$ cat config.mk
export PLATFORM = sky130hd
export DESIGN_NAME = memory_access
export DESIGN_NICKNAME = d
export VERILOG_FILES = /design/src/rtl/memory_access.sv
export SDC_FILE = /design/constraint.sdc
export NUM_CORES = 1
export LEC_CHECK = 0
export ABC_AREA = 0
export ABC_CLOCK_PERIOD_IN_PS = 6900
export BUFFER_PORTS_ARGS = -buffer_cell sky130_fd_sc_hd__buf_2
export CORE_MARGIN = 2
export CORE_UTILIZATION = 54
export DETAILED_ROUTE_END_ITERATION = 8
export GPL_TIMING_DRIVEN = 0
export PLACE_DENSITY = 0.91
export SLEW_MARGIN = 20
export SYNTH_ARGS = -nofsm -noshare
export SYNTH_HDL_FRONTEND = slang
export SYNTH_SLANG_ARGS = --single-unit
$ cat constraint.sdc
create_clock -name clk -period 6.9 [get_ports clk]
set_clock_uncertainty 0.2 [all_clocks]
set_input_delay 0.69 -clock clk [delete_from_list [all_inputs] [get_ports clk]]
set_output_delay 0.69 -clock clk [all_outputs]
set_load 0.1 [all_outputs]
$ cat src/rtl/memory_access.sv
// memory_access: pipeline memory stage. Non-memory ops pass alu_result straight
//   to writeback. Loads and stores issue one word-aligned request and wait for
//   dmem_ready. An access that never completes is aborted with bus_err.
// Latency: 1 cycle for pass-through ops; at least 2 cycles for memory ops,
//   and TIMEOUT_CYCLES+1 cycles when the access is aborted.
// Backpressure: stall is high while an access is outstanding. Upstream holds
//   its inputs, and mem_pipeline_ctl_in is ignored during that time.
// Ports:
//   clk, rst (async active-low)
//   alucode, alu_result, rs2, mem_pipeline_ctl_in : inputs from the execute stage
//   dmem_addr, dmem_wdata, dmem_we, dmem_re       : memory request outputs
//   dmem_rdata, dmem_ready                        : memory response inputs
//   wb_data, mem_pipeline_ctl_out, stall, bus_err : outputs to writeback and upstream
//   misalign                                      : present only when the
//                                                   MISALIGN_TRAP_EN macro is defined
module memory_access #(
  parameter int TIMEOUT_CYCLES = 64
) (
  input  logic        clk,
  input  logic        rst,
  input  logic [5:0]  alucode,
  input  logic [31:0] alu_result,
  input  logic [31:0] rs2,
  input  logic        mem_pipeline_ctl_in,
  output logic [31:0] dmem_addr,
  output logic [31:0] dmem_wdata,
  output logic [3:0]  dmem_we,
  output logic        dmem_re,
  input  logic [31:0] dmem_rdata,
  input  logic        dmem_ready,
  output logic [31:0] wb_data,
  output logic        mem_pipeline_ctl_out,
  output logic        stall,
  output logic        bus_err
`ifdef MISALIGN_TRAP_EN
  ,
  output logic        misalign
`endif
);

  // Op codes matching the ALU_* values in define.vh.
  localparam logic [5:0] ALU_LB  = 6'd19;
  localparam logic [5:0] ALU_LH  = 6'd20;
  localparam logic [5:0] ALU_LW  = 6'd21;
  localparam logic [5:0] ALU_LBU = 6'd22;
  localparam logic [5:0] ALU_LHU = 6'd23;
  localparam logic [5:0] ALU_SB  = 6'd24;
  localparam logic [5:0] ALU_SH  = 6'd25;
  localparam logic [5:0] ALU_SW  = 6'd26;

  localparam logic IDLE   = 1'b0;
  localparam logic ACCESS = 1'b1;

  localparam logic [31:0] WAIT_LAST = 32'(TIMEOUT_CYCLES - 1);

  logic        state;
  logic [31:0] addr_q;     // full effective address; also the store writeback value
  logic [5:0]  op_q;
  logic [31:0] wait_cnt;

  logic        is_load;
  logic        is_store;
  logic [31:0] st_wdata;
  logic [3:0]  st_we;
  logic        bad_align;
  logic [7:0]  ld_byte;
  logic [15:0] ld_half;
  logic [31:0] ld_data;

  // Decode the incoming op.
  always_comb begin
    is_load  = (alucode == ALU_LB) || (alucode == ALU_LH) || (alucode == ALU_LW) ||
               (alucode == ALU_LBU) || (alucode == ALU_LHU);
    is_store = (alucode == ALU_SB) || (alucode == ALU_SH) || (alucode == ALU_SW);
    st_wdata = 32'h0;
    st_we    = 4'b0000;
    case (alucode)
      ALU_SB: begin
        st_wdata = {4{rs2[7:0]}};
        st_we    = 4'b0001 << alu_result[1:0];
      end
      ALU_SH: begin
        st_wdata = {2{rs2[15:0]}};
        st_we    = alu_result[1] ? 4'b1100 : 4'b0011;
      end
      ALU_SW: begin
        st_wdata = rs2;
        st_we    = 4'b1111;
      end
      default: ;
    endcase
`ifdef MISALIGN_TRAP_EN
    bad_align = (((alucode == ALU_LH) || (alucode == ALU_LHU) || (alucode == ALU_SH)) &&
                 alu_result[0]) ||
                (((alucode == ALU_LW) || (alucode == ALU_SW)) && (alu_result[1:0] != 2'b00));
`else
    // Low address bits only steer lanes; every memory op is issued.
    bad_align = 1'b0;
`endif
  end

  // Lane selection and extension of the returned read word. The lanes are
  // picked from the latched address, not the live input.
  always_comb begin
    case (addr_q[1:0])
      2'd0:    ld_byte = dmem_rdata[7:0];
      2'd1:    ld_byte = dmem_rdata[15:8];
      2'd2:    ld_byte = dmem_rdata[23:16];
      default: ld_byte = dmem_rdata[31:24];
    endcase
    ld_half = addr_q[1] ? dmem_rdata[31:16] : dmem_rdata[15:0];
    case (op_q)
      ALU_LB:  ld_data = {{24{ld_byte[7]}}, ld_byte};
      ALU_LBU: ld_data = {24'h0, ld_byte};
      ALU_LH:  ld_data = {{16{ld_half[15]}}, ld_half};
      ALU_LHU: ld_data = {16'h0, ld_half};
      default: ld_data = dmem_rdata;
    endcase
  end

  always_ff @(posedge clk or negedge rst) begin
    if (!rst) begin
      state                <= IDLE;
      addr_q               <= 32'h0;
      op_q                 <= 6'h0;
      wait_cnt             <= 32'h0;
      dmem_wdata           <= 32'h0;
      dmem_we              <= 4'b0000;
      dmem_re              <= 1'b0;
      wb_data              <= 32'h0;
      mem_pipeline_ctl_out <= 1'b0;
      bus_err              <= 1'b0;
`ifdef MISALIGN_TRAP_EN
      misalign             <= 1'b0;
`endif
    end else begin
      // These outputs are single-cycle pulses.
      mem_pipeline_ctl_out <= 1'b0;
      bus_err              <= 1'b0;
`ifdef MISALIGN_TRAP_EN
      misalign             <= 1'b0;
`endif
      case (state)
        IDLE: begin
          if (mem_pipeline_ctl_in) begin
            if ((is_load || is_store) && !bad_align) begin
              addr_q     <= alu_result;
              op_q       <= alucode;
              dmem_wdata <= st_wdata;
              dmem_we    <= st_we;
              dmem_re    <= is_load;
              wait_cnt   <= 32'h0;
              state      <= ACCESS;
            end else if (bad_align) begin
              wb_data              <= 32'h0;
              mem_pipeline_ctl_out <= 1'b1;
`ifdef MISALIGN_TRAP_EN
              misalign             <= 1'b1;
`endif
            end else begin
              wb_data              <= alu_result;
              mem_pipeline_ctl_out <= 1'b1;
            end
          end
        end
        default: begin
          // ACCESS. If ready and the timeout land on the same cycle, ready wins.
          if (dmem_ready) begin
            wb_data              <= dmem_re ? ld_data : addr_q;
            mem_pipeline_ctl_out <= 1'b1;
            dmem_we              <= 4'b0000;
            dmem_re              <= 1'b0;
            state                <= IDLE;
          end else if (wait_cnt == WAIT_LAST) begin
            wb_data              <= 32'h0;
            mem_pipeline_ctl_out <= 1'b1;
            bus_err              <= 1'b1;
            dmem_we              <= 4'b0000;
            dmem_re              <= 1'b0;
            state                <= IDLE;
          end else begin
            wait_cnt <= wait_cnt + 32'd1;
          end
        end
      endcase
    end
  end

  assign dmem_addr = {addr_q[31:2], 2'b00};
  assign stall     = (state == ACCESS);

endmodule

==> results.py <==
metrics = {
    "timing": {
        "setup_viol": 0,
        "final_max_slew_viol_count": 0,
        "relSlewSlack": 0.513,
        "hold_viol": 0,
        "grt_setup_unrepaired": "no",
        "period_needed_ns": 2.67,
        "fmax_mhz": 375,
        "finalSetupTns_ns": 0,
        "fin_ws_ns": 4.23,
        "tightest_slew_ns": 0.730,
        "fin_crit_sh": 0.387,
    },
    "yosys": {
        "synth_compound_area_frac": 0.215,
        "synth_largest_area_cell": "dfrtp_1",
        "synth-seq-cells": 142,
        "synth-simple-area-share": 0.164,
        "synth_mux_area_frac": 0.0927,
        "yosysSeqAreaShare": 0.445,
        "async_reset_ff_frac": 1.00,
        "netlist_top_cells_area": "dfrtp_1 (44%), nand2_1 (6.7%), mux2i_1 (5.9%), a21oi_1 (3.6%), buf_4 (3.4%)",
        "yosys_warnings": 0,
        "syn-instance-count": 846,
        "synth-edff-count": 0,
        "synth_top_family_by_area": "compound AO/OA/AOI/OAI gates",
        "yosysUniqueCellTypes": 59,
        "synthFlopType": "dfrtp_1",
        "syn_area_mm2": 0.00799,
        "synthXorXnorAreaFrac": 0.00845,
        "synthAdderAreaFrac": 0.00157,
        "synth_top_area_frac": 0.445,
        "synth.avg_cell_area_um2": 9.45,
    },
    "cts": {
        "post_cts_resized": 0,
        "cts_tree": "done",
        "clockBufferDepth": 2,
        "cts_root_buffer": "clkbuf_16",
        "cts_made_buffers": 17,
        "ctsHoldBuffers": 1,
        "htree_levels": 4,
        "post_cts_buffers": 0,
        "insertion_delay_ns": 0.43,
        "clkSlewWorstSetupHoldPaths_ns": 0.06,
        "clock_sinks": 142,
    },
    "final_layout": {
        "fin_nets": 1181,
        "final_cells": 1272,
        "area_delta_synth_final_pct": 24.1,
        "drive_gt1_frac": 0.300,
        "fill_cells": 1117,
    },
    "floorplanning": {
        "die_x_um": 126,
        "die_y_um": 126,
        "rows": 44,
        "ios": 210,
        "core_mm2": 0.0145,
        "dieArea_mm2": 0.0158,
        "start_util": 0.552,
    },
    "drt": {
        "num_vias": 7970,
        "dr.pass1.iters": 6,
        "routed.top_layer": "met4",
        "routed_via_density": 6.27,
        "wl_per_cell_um": 20.2,
        "routed_wl_um": 25700,
        "remaining_drc_errors": 0,
        "drt_iter0_drc": 1042,
        "antenna_left": 0,
        "wl_met2_um": 12200,
        "wl_met1_um": 9790,
        "wl_met3_um": 2480,
    },
    "worst_setup_path": {
        "cp_data_required_time_ns": 7.04,
        "critPathKind": "reg -> reg",
        "cp_data_arrival_time_ns": 2.81,
        "start_kind": "flip-flop",
        "crit_fanout": 10,
        "critPathCaptureType": "flip-flop",
    },
    "grt": {
        "grt_pass1_wl_um": 40300,
        "antenna_found_initial": 1,
        "grt_pass1_vias": 7604,
        "grt_max_degree": 102,
        "gr-usage-all-layers": 0.323,
        "gr-total-overflow": 0,
    },
    "flow_run": {
        "maxCapViolCount": 0,
    },
    "pwr": {
        "p_total_mw": 3.57,
        "ir_drop_mv": 0.207,
        "power_density_mw_per_mm2": 360,
        "p_leak_nw": 4.80,
    },
    "placement": {
        "dp_hpwl_um": 18500,
        "globalplace.congestion": 1.01,
        "portBuffers": 206,
        "dp_slack_ns": 4.11,
        "dp_cells": 1238,
    },
    "min_path": {
        "hp-class": "reg -> reg",
    },
    "outcome": {
        "status": "finished, final reports clean",
    },
}
==> report_power, final <==
group / switching, mW / leakage (nW) / internal (mW)
Combinational: 1.21 / 2.68 / 0.337
Sequential: 0.0994 / 1.83 / 0.961
Clock: 0.373 / 0.289 / 0.590
==> worst paths after layout <==
check	from	end	slack, ns	cells after the start
min	op_q[4]	op_q[4]	0.27	1
max	stall	wb_data[26]	4.23	7
min in group asynchronous	rst	mem_pipeline_ctl_out	0.54	2
max in group asynchronous	rst	bus_err	5.14	3
max reg2reg	stall	wb_data[26]	4.23	7
min reg2reg	op_q[4]	op_q[4]	0.27	1
==> layer usage <==
metal / up-vias / global-route usage
met5: - / 0
met4: 0 / 0.168
met3: 105 / 0.0565
met2: 565 / 0.524
met1: 3773 / 0.417
li1: 3527 / -
==> stage by stage <==
stage               area [um^2]   util  hold slack [ns]
global placement           9260  0.639            0.247
floorplan                  8000      -            0.194
CTS                        9920  0.685            0.264
detailed placement         9300  0.642            0.252
finish                     9920  0.685            0.272
global route               9920  0.685            0.281
==> cell families after synthesis <==
group / Yosys count
adders and majority gates: 1
muxes: 63
buffers and inverters: 108
other: 1
and+or+nand+nor: 270
xor gates and xnor gates: 6
AOI/OAI and AO/OA: 255
DFF: 142
==> cell usage after synthesis (2+ instances only) <==
cell / instances
dfrtp_1: 142
nand2_1: 142
a21oi_1: 57
o21ai_0: 53
mux2i_1: 47
buf_4: 36
clkbuf_1: 29
nor2_1: 26
a22oi_1: 24
o211ai_1: 23
buf_2: 17
nand3_1: 17
o21bai_1: 17
nand2b_1: 16
o31ai_1: 16
or4_1: 16
inv_1: 14
a32oi_1: 13
and3_1: 11
a22o_1: 10
a31oi_1: 9
o32a_1: 9
buf_1: 8
mux2_2: 8
mux4_2: 8
nor4_1: 8
nand4_1: 7
o21a_1: 7
and2_1: 5
and4_1: 5
nor3_1: 4
or3_1: 4
buf_6: 3
xnor2_1: 3
a21oi_4: 2
a221oi_1: 2
a31o_2: 2
a41o_1: 2
nor2b_1: 2
nor3b_2: 2
o21ai_2: 2
==> area by class of cell <==
class | count | area, um^2 | area share
Multi-Input combinational cell | 597 | 3860 | 0.389
Sequential cell | 142 | 3550 | 0.358
Timing Repair Buffer | 208 | 1080 | 0.109
Buffer | 93 | 528 | 0.0532
Clock buffer | 20 | 457 | 0.0460
Tap cell | 184 | 230 | 0.0232
Clock inverter | 12 | 156 | 0.0158
Inverter | 15 | 56.3 | 0.00567
Antenna cell | 1 | 2.50 | 0.000252
==> flip-flops by register name, summed over array words and instances (netlist names) <==
name	flops
wait_cnt	32
stall	1
bus_err	1
dmem_re	1
dmem_wdata	32
op_q	6
mem_pipeline_ctl_out	1
addr_q	32
dmem_we	4
wb_data	32
==> cell usage in the layout, fill, tap and decap left out, types with 17 or more instances in the layout <==
master and n:
buf_2 222, nor2_1 26, clkbuf_16 17, clkbuf_1 30
a22oi_1 24, a21oi_1 57, o211ai_1 23, dfrtp_1 142
nand3_1 17, buf_4 36, o21bai_1 17, o21ai_0 53
mux2i_1 47, nand2_1 142
==> worst max-delay path: stages, from the launching register on <==
cell	delay, ns
dfrtp_1	0.53
and2_1	0.17
clkbuf_1	0.40
and2_1	0.20
clkbuf_1	0.32
clkbuf_1	0.45
a22oi_1	0.16
o211ai_1	0.14
Note: power is estimated with default switching activity, not from simulation.
